==> config.mk <==
export PLATFORM = sky130hd
export DESIGN_NAME = logic_unit_arbiter
export DESIGN_NICKNAME = d
export VERILOG_FILES = /design/src/rtl/logic_arb_pkg.sv /design/src/rtl/logic_unit_arbiter_bitwise.sv /design/src/rtl/logic_unit_arbiter.sv
export SDC_FILE = /design/constraint.sdc
export NUM_CORES = 1
export LEC_CHECK = 0
export CORE_ASPECT_RATIO = 0.75
export CORE_MARGIN = 1.5
export CORE_UTILIZATION = 39
export DETAILED_ROUTE_END_ITERATION = 12
export PLACE_DENSITY_LB_ADDON = 0.05
export SLEW_MARGIN = 20
export SYNTH_ARGS = -nofsm -noshare
export SYNTH_HDL_FRONTEND = slang
export SYNTH_SLANG_ARGS = --single-unit
==> constraint.sdc <==
create_clock -name clk -period 2.1 [get_ports clk]
set_clock_uncertainty 0.2 [all_clocks]
set_input_delay 0.42 -clock clk [delete_from_list [all_inputs] [get_ports clk]]
set_output_delay 0.42 -clock clk [all_outputs]
set_load 0.01 [all_outputs]
==> src/rtl/logic_arb_pkg.sv <==
// Shared state enum, opcodes and default sizes for logic_unit_arbiter.
// Opcodes matter only when LOGIC_ARB_OPSEL_EN is defined.
package logic_arb_pkg;

  typedef enum logic [1:0] {
    IDLE = 2'd0,
    EXEC = 2'd1,
    RESP = 2'd2
  } state_e;

  localparam logic [1:0] OP_AND  = 2'b00;
  localparam logic [1:0] OP_OR   = 2'b01;
  localparam logic [1:0] OP_XOR  = 2'b10;
  localparam logic [1:0] OP_NAND = 2'b11;

  localparam int NREQ_DEF  = 4;
  localparam int WIDTH_DEF = 4;

endpackage

==> src/rtl/logic_unit_arbiter_bitwise.sv <==
// Combinational WIDTH-bit logic unit (bitwise_unit).
// LOGIC_ARB_OPSEL_EN adds the op select; otherwise AND only.
module bitwise_unit
  import logic_arb_pkg::*;
#(
  parameter int WIDTH = WIDTH_DEF
) (
  input  logic [WIDTH-1:0] a,
  input  logic [WIDTH-1:0] b,
`ifdef LOGIC_ARB_OPSEL_EN
  input  logic [1:0]       op,
`endif
  output logic [WIDTH-1:0] y
);

`ifdef LOGIC_ARB_OPSEL_EN
  always_comb begin
    y = a & b;
    unique case (op)
      OP_AND:  y = a & b;
      OP_OR:   y = a | b;
      OP_XOR:  y = a ^ b;
      OP_NAND: y = ~(a & b);
      default: y = a & b;
    endcase
  end
`else
  assign y = a & b;
`endif

endmodule

==> src/rtl/logic_unit_arbiter.sv <==
// Round-robin arbiter sharing one registered bitwise unit among NREQ requesters.
// Define LOGIC_ARB_OPSEL_EN to add the req_op port and 4-op datapath.
module logic_unit_arbiter
  import logic_arb_pkg::*;
#(
  parameter  int NREQ  = NREQ_DEF,
  parameter  int WIDTH = WIDTH_DEF,
  localparam int IDW   = (NREQ > 1) ? $clog2(NREQ) : 1
) (
  input  logic                  clk,
  input  logic                  rst_n,
  input  logic [NREQ-1:0]       req_valid,
  output logic [NREQ-1:0]       req_ready,
  input  logic [NREQ*WIDTH-1:0] req_a,
  input  logic [NREQ*WIDTH-1:0] req_b,
`ifdef LOGIC_ARB_OPSEL_EN
  input  logic [NREQ*2-1:0]     req_op,
`endif
  output logic                  rsp_valid,
  input  logic                  rsp_ready,
  output logic [WIDTH-1:0]      rsp_data,
  output logic [IDW-1:0]        rsp_id,
  output logic                  busy
);

  state_e           state_q, state_d;
  logic [IDW-1:0]   ptr_q, ptr_d;
  logic [IDW-1:0]   id_q, id_d;
  logic [WIDTH-1:0] a_q, a_d;
  logic [WIDTH-1:0] b_q, b_d;
  logic [WIDTH-1:0] data_q, data_d;
  logic [WIDTH-1:0] alu_y;
  logic [IDW-1:0]   grant_idx;
  logic             grant_vld;
`ifdef LOGIC_ARB_OPSEL_EN
  logic [1:0]       op_q, op_d;
`endif

  // first valid requester at or after ptr, wrapping
  always_comb begin
    grant_vld = 1'b0;
    grant_idx = '0;
    for (int k = 0; k < NREQ; k++) begin
      if (!grant_vld && req_valid[(int'(ptr_q) + k) % NREQ]) begin
        grant_vld = 1'b1;
        grant_idx = IDW'((int'(ptr_q) + k) % NREQ);
      end
    end
  end

  bitwise_unit #(.WIDTH(WIDTH)) u_alu (
    .a  (a_q),
    .b  (b_q),
`ifdef LOGIC_ARB_OPSEL_EN
    .op (op_q),
`endif
    .y  (alu_y)
  );

  always_comb begin
    state_d   = state_q;
    ptr_d     = ptr_q;
    id_d      = id_q;
    a_d       = a_q;
    b_d       = b_q;
    data_d    = data_q;
    req_ready = '0;
`ifdef LOGIC_ARB_OPSEL_EN
    op_d      = op_q;
`endif
    unique case (state_q)
      IDLE: begin
        if (grant_vld && rst_n) begin
          req_ready[grant_idx] = 1'b1;
          a_d     = req_a[int'(grant_idx)*WIDTH +: WIDTH];
          b_d     = req_b[int'(grant_idx)*WIDTH +: WIDTH];
`ifdef LOGIC_ARB_OPSEL_EN
          op_d    = req_op[int'(grant_idx)*2 +: 2];
`endif
          id_d    = grant_idx;
          state_d = EXEC;
        end
      end
      EXEC: begin
        data_d  = alu_y;
        state_d = RESP;
      end
      RESP: begin
        if (rsp_ready) begin
          state_d = IDLE;
          ptr_d   = (id_q == IDW'(NREQ - 1)) ? '0 : id_q + 1'b1;
        end
      end
      default: state_d = IDLE;
    endcase
  end

  always_ff @(posedge clk) begin
    if (!rst_n) begin
      state_q <= IDLE;
      ptr_q   <= '0;
      id_q    <= '0;
      a_q     <= '0;
      b_q     <= '0;
      data_q  <= '0;
`ifdef LOGIC_ARB_OPSEL_EN
      op_q    <= '0;
`endif
    end else begin
      state_q <= state_d;
      ptr_q   <= ptr_d;
      id_q    <= id_d;
      a_q     <= a_d;
      b_q     <= b_d;
      data_q  <= data_d;
`ifdef LOGIC_ARB_OPSEL_EN
      op_q    <= op_d;
`endif
    end
  end

  assign rsp_valid = (state_q == RESP);
  assign rsp_data  = data_q;
  assign rsp_id    = id_q;
  assign busy      = (state_q != IDLE);

endmodule

Yosys cells after proc, flatten, opt, wreduce, memory -nomap -nowiden --
Cells that the tools add are included.
Word-level totals: input bits 39, bits in read-only memories 0, memories kept 0, output and inout port bits 12, bits in writable memories 0, latch bits 0, logic and storage cells 70, flip-flop bits (word level) 18
Cells by class: shift-type cells 2, multiply operators 0, eq/ne operators 5, add/subtract/negate cells 4, bitwise operators 4, $lt $le $gt $ge 6, reductions and logical operators 16, div/mod/pow operators 0, mux-type cells 27
Operator list (count):
- indexed part select 16 x 5 -> 4 bit | 2
- two-way mux 2 bit | 7
- less-than comparator 3 x 4 -> 1 bit (second input constant) | 3
- two-way mux 1 bit | 12
- binary-select mux 1 bit (select 2 bit) | 4
- two-way mux 4 bit | 2
- less-than comparator 2 x 3 -> 1 bit (second input constant) | 2
- case mux 2 bit (3 select lines) | 1
- AND reduction 2 bit | 3
- OR reduction 2 bit | 3
- logical AND 1 bit | 5
- adder 2 x 1 -> 2 bit (second input constant) | 2
- adder 2 bit (second input constant) | 2
- AND 4 bit | 1
- equality test 2 bit (second input constant) | 2
- AND 1 bit (first input constant) | 3
- logical NOT 1 bit | 3
- demux 1 bit (select 2 bit) | 1
- equality test 2 x 1 -> 1 bit (second input constant) | 1
- greater-or-equal comparator 2 x 1 -> 1 bit (second input constant) | 1
- logical NOT 2 bit | 1
- != test 2 x 1 -> 1 bit (second input constant) | 1
- != test 2 bit (second input constant) | 1
- nonzero test 2 bit | 1

Depth between registers and ports, before layout --
Gate-level depths: netlist of the first run.
depth after elaboration 20, depth in mapped cells 7

Cells and area by module --
Synthesis of the first run repeated with hierarchy kept, for this count alone.
Unflattened totals: cell total of the unflattened synthesis 105, area, all modules 969.7 µm²
By module, submodules not included:
- logic_unit_arbiter | instances 1, area each 944.7 µm², cells each 101
- bitwise_unit | instances 1, area each 25.0 µm², cells each 4

Worst setup path before layout of the first run --
No wires, ideal clock.
path kind input to output, start in req_valid[2], end out req_ready[1], stages 7, arrival time 1.463 ns, setup slack 0.017 ns, cells stage by stage nor2b_1 -> a21o_1 -> a211oi_2 -> buf_6 -> buf_12 -> inv_2 -> nor2_1
On the way: word-level cells in the longest chain between the ends 18
Ends and longest elaborated chain:
- from (decl) | RTL line logic_unit_arbiter.sv:12 | input logic [NREQ-1:0] req_valid,
- binary-select mux 1 bit (select 2 bit) | RTL line logic_unit_arbiter.sv:44 | if (!grant_vld && req_valid[(int'(ptr_q) + k) % NREQ]) begin
- two-way mux 1 bit (not written as such) | RTL line logic_unit_arbiter.sv:44
- two-way mux 1 bit | RTL line logic_unit_arbiter.sv:44
- logical NOT 1 bit | RTL line logic_unit_arbiter.sv:44
- logical AND 1 bit | RTL line logic_unit_arbiter.sv:44
- two-way mux 1 bit | RTL line logic_unit_arbiter.sv:44
- logical NOT 1 bit | RTL line logic_unit_arbiter.sv:44
- logical AND 1 bit | RTL line logic_unit_arbiter.sv:44
- [... 2 more ...]
- logical AND 1 bit | RTL line logic_unit_arbiter.sv:44
- two-way mux 2 bit | RTL line logic_unit_arbiter.sv:44
- less-than comparator 2 x 3 -> 1 bit (not written as such) / greater-or-equal comparator 2 x 1 -> 1 bit (equally long branches) | RTL line logic_unit_arbiter.sv:74 | req_ready[grant_idx] = 1'b1;
- logical AND 1 bit (not written as such) | RTL line logic_unit_arbiter.sv:74
- two-way mux 1 bit (not written as such) | RTL line logic_unit_arbiter.sv:74
- demux 1 bit (select 2 bit) | RTL line logic_unit_arbiter.sv:74
- two-way mux 4 bit * | RTL line logic_unit_arbiter.sv:73 | if (grant_vld && rst_n) begin
- two-way mux 4 bit * | RTL line logic_unit_arbiter.sv:71 | unique case (state_q)
- to (decl) | RTL line logic_unit_arbiter.sv:13 | output logic [NREQ-1:0] req_ready,
Every way passes the cells marked *; elsewhere a longest branch is shown, timed or not. The select of a mux whose other input is x is not followed.

Final worst setup path of the first run --
start reg state_q[0], end out req_ready[1]
On the way: word-level cells in the longest chain between the ends 2
Ends and longest elaborated chain:
- from (decl) | RTL line logic_unit_arbiter.sv:26 | state_e state_q, state_d;
- from (signal assigned) | RTL line logic_unit_arbiter.sv:110 | state_q <= state_d;
- logical NOT 2 bit | RTL line logic_unit_arbiter.sv:71
- two-way mux 4 bit | RTL line logic_unit_arbiter.sv:71
No other way between the ends.

==> flow_summary_export.csv, run 1 <==
group,metric,value,unit
global_route,grt_max_degree,18,
clock_network,root_buffer,"clkbuf_4",
setup_path,crit_path_end_kind,"primary output",
clock_network,insertion_delay,310,ps
global_route,use_met3,6.46,%
clock_network,cts_inserted_buffers,3,
timing,slew_viol_final,0,
global_route,gr-max-usage-layer,"met2",
status,status,"finished with violations",
setup_path,critPathLaunch,"state_q[0]",
timing,setup-tns-final,-272,ps
finish,antennaDiodeCount,0,
drt,routed_via_density,5.18,
placed_design,pre_cts_ws,-818,ps
setup_path,path_class,"flip-flop to primary output",
placed_design,placed_area,0.00159,mm²
synthesis,syn_avg_cell_area,8.89,µm²
finish,instances_no_fill,211,
setup_path,cp-endpoint,"req_ready[1]",
timing,fin_crit_sh,104,%
finish,post-route-cell-area,0.00169,mm²
finish,drive_gt1_share,26.0,%
placed_design,hpwl,2420,µm
synthesis,synth_top_area_share,36.8,%
synthesis,synth_common_cells,"18 x dfxtp_1, 17 x mux2i_1, 13 x nand3_1, 11 x a21oi_1, 9 x nand2_1",
finish,utilization,72.7,%
setup_path,worst_path_max_delay_cell,"dfxtp_2",
synthesis,synth_area_leaders,"dfxtp_1 37%, mux2i_1 17%, o221ai_1 7.2%, nand3_1 6.6%, a21oi_1 5.6%",
synthesis,synth_enable_flop_cells,0,
timing,final.setup.worst_slack,-90.9,ps
setup_path,cp_cell_sequence,"or2_4 > a21o_1 > nor2_4 > nand2b_4 > nor2_1 > buf_2",
setup_path,crit_path_max_fanout,3,
timing,finalSetupViolCount,4,
hold_path,hold_path.class,"flip-flop to flip-flop",
die,core-area,0.00233,mm²
clock_network,cts_hold_buf,0,
die,die_y,46.4,µm
synthesis,synth_most_common_cell,"dfxtp_1",
synthesis,ys_ff_latch,18,
clock_network,clockBufferDepth,2,
power_and_ir_drop,power.leakage,0.702,nW
global_route,grt_first_pass_wirelength,4800,µm
global_route,grt_use_met1,31.2,%
setup_path,crit_required,1480,ps
setup_path,reg2reg_setup_slack,130,ps
timing,slew_headroom,73.8,%
synthesis,ys.flop_type,"dfxtp_1",
synthesis,synth_cell_type_count,23,
global_route,first_global_vias,1056,
drt,drt_iter0_drc,27,
status,violations,"setup timing",
power_and_ir_drop,ir_worst_vdd,0.508,mV
clock_network,clock_sinks,18,
power_and_ir_drop,powerDensity,543,mW/mm²
clock_network,htree_num_levels,1,
synthesis,seq_area_frac_synth,36.8,%
drt,vias,1093,
synthesis,syn_area,978,µm²
power_and_ir_drop,total_power,0.919,mW
clock_network,cts.clk_slew.worst_paths,100,ps
timing,finalHoldViolCount,0,
global_route,grt_usage,23.7,%
synthesis,yosys.area.top_type,"dfxtp_1",
placed_design,io_buffers,50,
job,maxCapViolCount,0,
setup_path,reg2reg_from,"ptr_q[0]",
die,initial_core_util,42.0,%
setup_path,max_stage_delay,330,ps
drt,drt-wirelength-per-cell,14.9,µm
setup_path,worstRegToRegCells,6,
timing,holdWs,261,ps
finish,nFillCells,208,
placed_design,placedCellCount,203,
setup_path,arrival,1570,ps
timing,worst_slew_pin_slew,392,ps
drt,wl,3150,µm
timing,fmax,0.456,GHz
drt,ant_nets,0,
synthesis,synth_fp_nets,150,
setup_path,rr_endpoint,"b_q[0]",
timing,period_minus_slack,2190,ps
placed_design,place_congestion,0.717,
drt,dr.pass1.iters,4,
finish,nNetsFinal,218,
synthesis,syn_inst,110,
timing,rsz0062_at_grt,"true",
drt,drc_errors,0,
clock_network,cts_tree,"yes",
die,num_rows,15,
setup_path,start_kind,"flip-flop",
die,die_w,60.8,µm
synthesis,yosys_warnings,0,
die,io_pins,51,
global_route,grt_antenna_before_repair,0,
finish,syn2layout_area_growth,73.0,%
global_route,grtUsageMet2,39.1,%
global_route,overflow,0,
synthesis,async_reset_ff_share,0,%
die,dieArea,0.00282,mm²
worst min-delay path by stage:
stage	from	end	slack, ps	cells past startpoint
finish	rsp_data[1]	rsp_data[1]	260	2
global route	rsp_data[1]	rsp_data[1]	290	2
CTS	rsp_data[1]	rsp_data[1]	270	2
detailed placement	rsp_data[1]	rsp_data[1]	250	2
global placement	rsp_data[0]	rsp_data[0]	240	2
floorplan	a_q[0]	rsp_data[0]	250	2
power breakdown:
part           switching [mW]  internal (mW)
registers              0.0184          0.371
clock network           0.113          0.106
logic                   0.132          0.179
total                   0.263          0.656
cell type report:
class,count,area (µm²),area share (%)
Multi-Input combinational cell,84,631,37.3
Clock buffer,4,36.3,2.14
Timing Repair Buffer,68,607,35.8
Sequential cell,18,365,21.6
Inverter,3,11.3,0.665
Tap cell,34,42.5,2.51
layout by cell type, fill, tap and decap left out:
cell type	n
o32a_4	1
nor3_1	1
dfxtp_4	1
clkbuf_8	1
nand3_1	13
buf_2	6
nand2b_4	3
a21o_1	2
nor2_2	1
mux2i_1	17
buf_4	17
dlygate4sd2_1	3
nor2b_1	2
clkdlybuf4s50_1	40
a221oi_1	1
nor2_1	7
inv_2	3
o221ai_1	8
clkdlybuf4s15_2	1
nand2b_1	2
buf_6	1
nand2_1	8
a21oi_2	1
a21oi_1	10
clkbuf_4	3
nand2_2	1
or2_4	1
dfxtp_1	16
a211oi_4	1
dfxtp_2	1
nor2b_4	2
nor2_4	1
ha_1	1
what timing repair did:
item                                    CTS  global route
buffers inserted                          1             3
pin swaps                                 6             7
resized for setup                        41             7
gates cloned                              0             0
hold endpoints to repair                  0             0
endpoints found under the setup margin   14             8
state kept, by name, indices dropped and copies added (netlist names):
signal / cells
a_q: 4
b_q: 4
ptr_q: 2
rsp_data: 4
rsp_id: 2
state_q: 2
critical path: cells and delay by family (launching register included):
family / cells / cell delay [ps]
and+or+nand+nor: 4 / 610
DFF: 1 / 330
buffers and inverters: 1 / 140
AOI/OAI and AO/OA: 1 / 190
routing by layer:
layer	part of all wire (%)	routed length, µm
met1	48	1510
met2	46	1460
met3	5.0	158
met4	0.82	26
met5	0	0
kinds of logic after synthesis:
family                     after synthesis  synth area share (%)
DFF                                     18                  36.8
AOI/OAI and AO/OA                       24                  17.6
adders and majority gates                1                  1.28
and+or+nand+nor                         42                  20.7
buffers and inverters                    8                  6.14
muxes                                   17                  17.4
Power figures use the tool's default switching activity.
==> inputs of run 2 (changes only) <==
- CORE_UTILIZATION: 39 -> 35
- clock period: 2.1 -> 2 ns (I/O delays scaled with it)
==> flow_summary_export.csv, run 2 (same netlist as run 1, synthesis figures left out) <==
group,metric,value,unit
global_route,use_met3,3.46,%
hold_path,hold_path.class,"flip-flop to flip-flop",
power_and_ir_drop,ir_worst_vdd,0.474,mV
setup_path,arrival,1500,ps
timing,fmax,0.475,GHz
clock_network,cts.clk_slew.worst_paths,60,ps
status,status,"finished with violations",
global_route,grt_max_degree,12,
drt,wl,3120,µm
drt,ant_nets,0,
placed_design,placedCellCount,210,
finish,mostFrequentLayoutCells,"39 x clkdlybuf4s50_1, 21 x buf_4, 16 x dfxtp_1, 14 x mux2i_1, 13 x nand3_1",
global_route,grt_use_met1,28.0,%
timing,finalSetupViolCount,4,
global_route,grt_usage,20.3,%
timing,holdWs,264,ps
finish,final_common_cell,"clkdlybuf4s50_1",
global_route,grtUsageMet2,34.0,%
finish,instances_no_fill,218,
power_and_ir_drop,powerDensity,591,mW/mm²
setup_path,reg2reg_from,"ptr_q[0]",
die,initial_core_util,37.3,%
placed_design,io_buffers,50,
finish,syn2layout_area_growth,80.6,%
clock_network,clock_sinks,18,
die,core-area,0.00262,mm²
timing,fin_crit_sh,105,%
timing,worst_slew_pin_slew,347,ps
placed_design,hpwl,2410,µm
status,violations,"setup timing",
clock_network,root_buffer,"clkbuf_8",
drt,drt-wirelength-per-cell,14.3,µm
timing,period_minus_slack,2100,ps
global_route,gr-max-usage-layer,"met2",
global_route,grt_first_pass_wirelength,4940,µm
die,num_rows,16,
setup_path,start_kind,"input port",
finish,nNetsFinal,223,
timing,rsz0062_at_grt,"true",
setup_path,path_class,"input port to primary output",
setup_path,cp_cell_sequence,"dlygate4sd2_1 > a21o_1 > a211oi_4 > buf_4 > nor2_2 > buf_2",
timing,slew_viol_final,0,
die,die_y,48.8,µm
placed_design,place_congestion,0.743,
die,die_w,64.1,µm
finish,utilization,67.4,%
drt,drc_errors,0,
clock_network,htree_num_levels,1,
timing,setup-tns-final,-369,ps
setup_path,worst_path_max_delay_cell,"a211oi_4",
setup_path,crit_path_max_fanout,4,
drt,vias,1090,
clock_network,insertion_delay,250,ps
global_route,overflow,0,
clock_network,cts_inserted_buffers,3,
finish,drive_gt1_share,29.7,%
drt,dr.pass1.iters,4,
setup_path,reg2reg_setup_slack,100,ps
timing,slew_headroom,76.8,%
clock_network,cts_hold_buf,0,
power_and_ir_drop,power.leakage,0.755,nW
setup_path,worstRegToRegCells,6,
job,maxCapViolCount,0,
setup_path,critPathLaunch,"req_valid[0]",
setup_path,cp-endpoint,"req_ready[0]",
die,dieArea,0.00313,mm²
drt,drt_iter0_drc,17,
timing,finalHoldViolCount,0,
global_route,first_global_vias,1049,
timing,final.setup.worst_slack,-105,ps
setup_path,max_stage_delay,280,ps
clock_network,clockBufferDepth,2,
clock_network,cts_tree,"yes",
finish,antennaDiodeCount,0,
die,io_pins,51,
global_route,grt_antenna_before_repair,0,
drt,routed_via_density,5.00,
setup_path,crit_required,1400,ps
setup_path,crit_path_end_kind,"primary output",
setup_path,rr_endpoint,"a_q[2]",
-- run 2: cell types whose count changed in the layout (fill, tap and decap cells not counted), moves of 3 or more --
| cell | previous run | this run |
|---|---|---|
| mux2i_2 | 0 | 3 |
| nor2_1 | 7 | 4 |
| buf_4 | 17 | 21 |
| clkbuf_8 | 1 | 4 |
| nor2_2 | 1 | 4 |
| clkbuf_4 | 3 | 0 |
| mux2i_1 | 17 | 14 |
-- run 2: worst max-delay path, delay by kind of cell --
family | cells | cell delay (ps)
and+or+nand+nor | 1 | 30
AOI/OAI and AO/OA | 2 | 500
buffers and inverters | 3 | 570
-- run 2: routing by layer --
layer	up-vias	part of all wire, %
li1	547	-
met1	510	49
met2	29	45
met3	4	5.0
met4	0	0.64
met5	-	0
-- run 2: through the flow --
stage / instance area (µm²) / power, mW / worst slack, ps
2_1_floorplan: 983 / 0.561 / -13.7
6_report: 1770 / 1.04 / -105
3_5_place_dp: 1630 / 0.731 / -862
3_3_place_gp: 1630 / 0.721 / -837
5_1_grt: 1770 / 1.09 / -163
4_1_cts: 1730 / 1.03 / -107
-- run 2: layout make-up --
type / instances / area (µm²)
fillers: 228 / 856
repair buffers: 73 / 658
multi-input cells: 84 / 633
flip-flops and latches: 18 / 363
clock buffers: 4 / 55.1
well taps: 36 / 45.0
inverters: 3 / 12.5
-- run 2: how the worst min path moves through the flow --
stage          slack [ps]  cells past startpoint   startpoint          end
2_1_floorplan         250                      2       a_q[0]  rsp_data[0]
3_3_place_gp          240                      2  rsp_data[3]  rsp_data[3]
3_5_place_dp          250                      2  rsp_data[0]  rsp_data[0]
4_1_cts               270                      2  rsp_data[0]  rsp_data[0]
5_1_grt               280                      2  rsp_data[3]  rsp_data[3]
6_report              260                      2  rsp_data[2]  rsp_data[2]
-- run 2: power breakdown --
group | switching (mW) | internal [mW] | leakage (nW)
logic | 0.148 | 0.197 | 0.578
clock network | 0.115 | 0.175 | 0.0288
registers | 0.0178 | 0.391 | 0.148
-- run 2: timing repair --
action	4_1_cts	5_1_grt
hold endpoints to repair	0	0
buffers inserted	4	1
setup endpoints to repair	13	13
gates resized for setup	37	10
pin swaps	7	5
==> inputs of run 3 (changes only) <==
- CORE_ASPECT_RATIO: 0.75 -> 1.5
==> flow_summary_export.csv, run 3 (same netlist as run 1, synthesis figures left out) <==
group,metric,value,unit
clock_network,cts_inserted_buffers,3,
power_and_ir_drop,power.leakage,0.728,nW
die,die_w,46.2,µm
global_route,grt_usage,19.9,%
setup_path,worst_path_max_delay_cell,"dfxtp_4",
finish,antennaDiodeCount,0,
die,dieArea,0.00313,mm²
clock_network,root_buffer,"clkbuf_8",
hold_path,hold_path.class,"flip-flop to flip-flop",
setup_path,path_class,"flip-flop to primary output",
clock_network,cts_tree,"yes",
die,initial_core_util,36.6,%
die,num_rows,23,
clock_network,cts_hold_buf,0,
finish,syn2layout_area_growth,79.3,%
clock_network,htree_num_levels,1,
setup_path,start_kind,"flip-flop",
finish,mostFrequentLayoutCells,"39 x clkdlybuf4s50_1, 18 x buf_4, 16 x mux2i_1, 16 x dfxtp_1, 13 x nand3_1",
global_route,grtUsageMet2,40.6,%
setup_path,critPathMostFrequentCell,"buf_4",
drt,routed_via_density,4.85,
global_route,grt_use_met1,19.4,%
timing,rsz0062_at_grt,"true",
power_and_ir_drop,ir_worst_vdd,0.403,mV
setup_path,crit_path_max_fanout,4,
drt,drc_errors,0,
timing,finalHoldViolCount,0,
setup_path,crit_path_end_kind,"primary output",
setup_path,crit_required,1400,ps
clock_network,insertion_delay,250,ps
global_route,overflow,0,
drt,ant_nets,0,
clock_network,cts.clk_slew.worst_paths,70,ps
setup_path,cp_cell_sequence,"nor2b_4 > a21o_1 > a211oi_4 > buf_4 > buf_4 > nor2_1 > buf_2",
clock_network,clockBufferDepth,2,
drt,dr.pass1.iters,4,
timing,final.setup.worst_slack,-109,ps
placed_design,io_buffers,50,
finish,register_area,365,µm²
timing,finalSetupViolCount,4,
global_route,grt_antenna_before_repair,0,
timing,fin_crit_sh,105,%
global_route,use_met3,3.21,%
status,status,"finished with violations",
timing,fmax,0.474,GHz
global_route,gr-max-usage-layer,"met2",
finish,final_common_cell,"clkdlybuf4s50_1",
timing,slew_viol_final,0,
drt,vias,1058,
power_and_ir_drop,powerDensity,584,mW/mm²
placed_design,place_congestion,0.725,
timing,slew_headroom,80.2,%
finish,instances_no_fill,218,
die,io_pins,51,
drt,drt-wirelength-per-cell,12.5,µm
timing,worst_slew_pin_slew,296,ps
job,maxCapViolCount,0,
finish,drive_gt1_share,28.2,%
finish,nFillCells,245,
clock_network,clock_sinks,18,
drt,wl,2720,µm
global_route,grt_max_degree,15,
placed_design,placedCellCount,209,
placed_design,hpwl,2280,µm
status,violations,"setup timing",
global_route,first_global_vias,1122,
power_and_ir_drop,total_power,1.02,mW
finish,multi_input_comb_area,623,µm²
finish,nNetsFinal,222,
setup_path,max_stage_delay,380,ps
die,die_y,67.8,µm
timing,period_minus_slack,2110,ps
setup_path,arrival,1510,ps
die,core-area,0.00268,mm²
drt,drt_iter0_drc,9,
finish,post-route-cell-area,0.00175,mm²
global_route,grt_first_pass_wirelength,4580,µm
placed_design,placed_area,0.00162,mm²
[run 3: cell count changes in the layout (fill, tap and decap cells not counted), moves of 2 or more]
cell             before  now
buf_4                21   18
clkbuf_2              0    2
clkdlybuf4s15_1       2    0
dlymetal6s2s_1        2    0
mux2i_1              14   16
mux2i_2               3    1
nor2_1                4    6
nor2_2                4    2
[run 3: final timing paths]
kind	depth (start not counted)	end	start	slack, ps
setup / recovery	7	req_ready[0]	ptr_q[0]	-110
hold / removal	2	rsp_data[0]	rsp_data[0]	250
setup reg to reg	8	a_q[2]	ptr_q[0]	90
hold reg to reg	2	rsp_data[0]	rsp_data[0]	250
[run 3: power breakdown]
part,internal (mW),switching (mW)
clock,0.174,0.114
combinational,0.197,0.132
sequential,0.390,0.0173
[run 3: per-stage QoR]
stage | setup WS [ps] | utilization (%) | hold slack (ps) | TNS (ps)
after floorplan | -13.7 | - | 248 | -13.7
after global placement | -884 | 60.4 | 242 | -7590
after detailed placement | -908 | 60.4 | 246 | -8360
after CTS | -151 | 64.8 | 254 | -425
after global routing | -177 | 65.5 | 272 | -585
final | -109 | 65.5 | 251 | -279
[run 3: timing repair]
action                                 in CTS  in global routing
buffers inserted                            5                  1
pin swaps                                   9                  4
resized for setup                          45                  7
endpoints found under the hold margin       0                  0
setup endpoints to repair                  14                 11
[run 3: cell type report]
class,count,share of cell area (%)
flip-flops and latches,18,20.8
well taps,37,2.64
multi-input cells,84,35.5
clock buffers,4,3.14
inverters,3,0.713
repair buffers,72,37.2
[run 3: critical path, delay by kind of cell, from the launching register on]
family / cells / cell delay (ps)
flops: 1 / 380
compound gates: 2 / 400
buf+inv: 3 / 390
simple gates: 2 / 80
[run 3: per-layer routing]
layer | up-vias | share of wire, %
li1 | 541 | -
met4 | 0 | 0.40
met2 | 29 | 60
met3 | 2 | 3.1
met1 | 486 | 36
met5 | - | 0
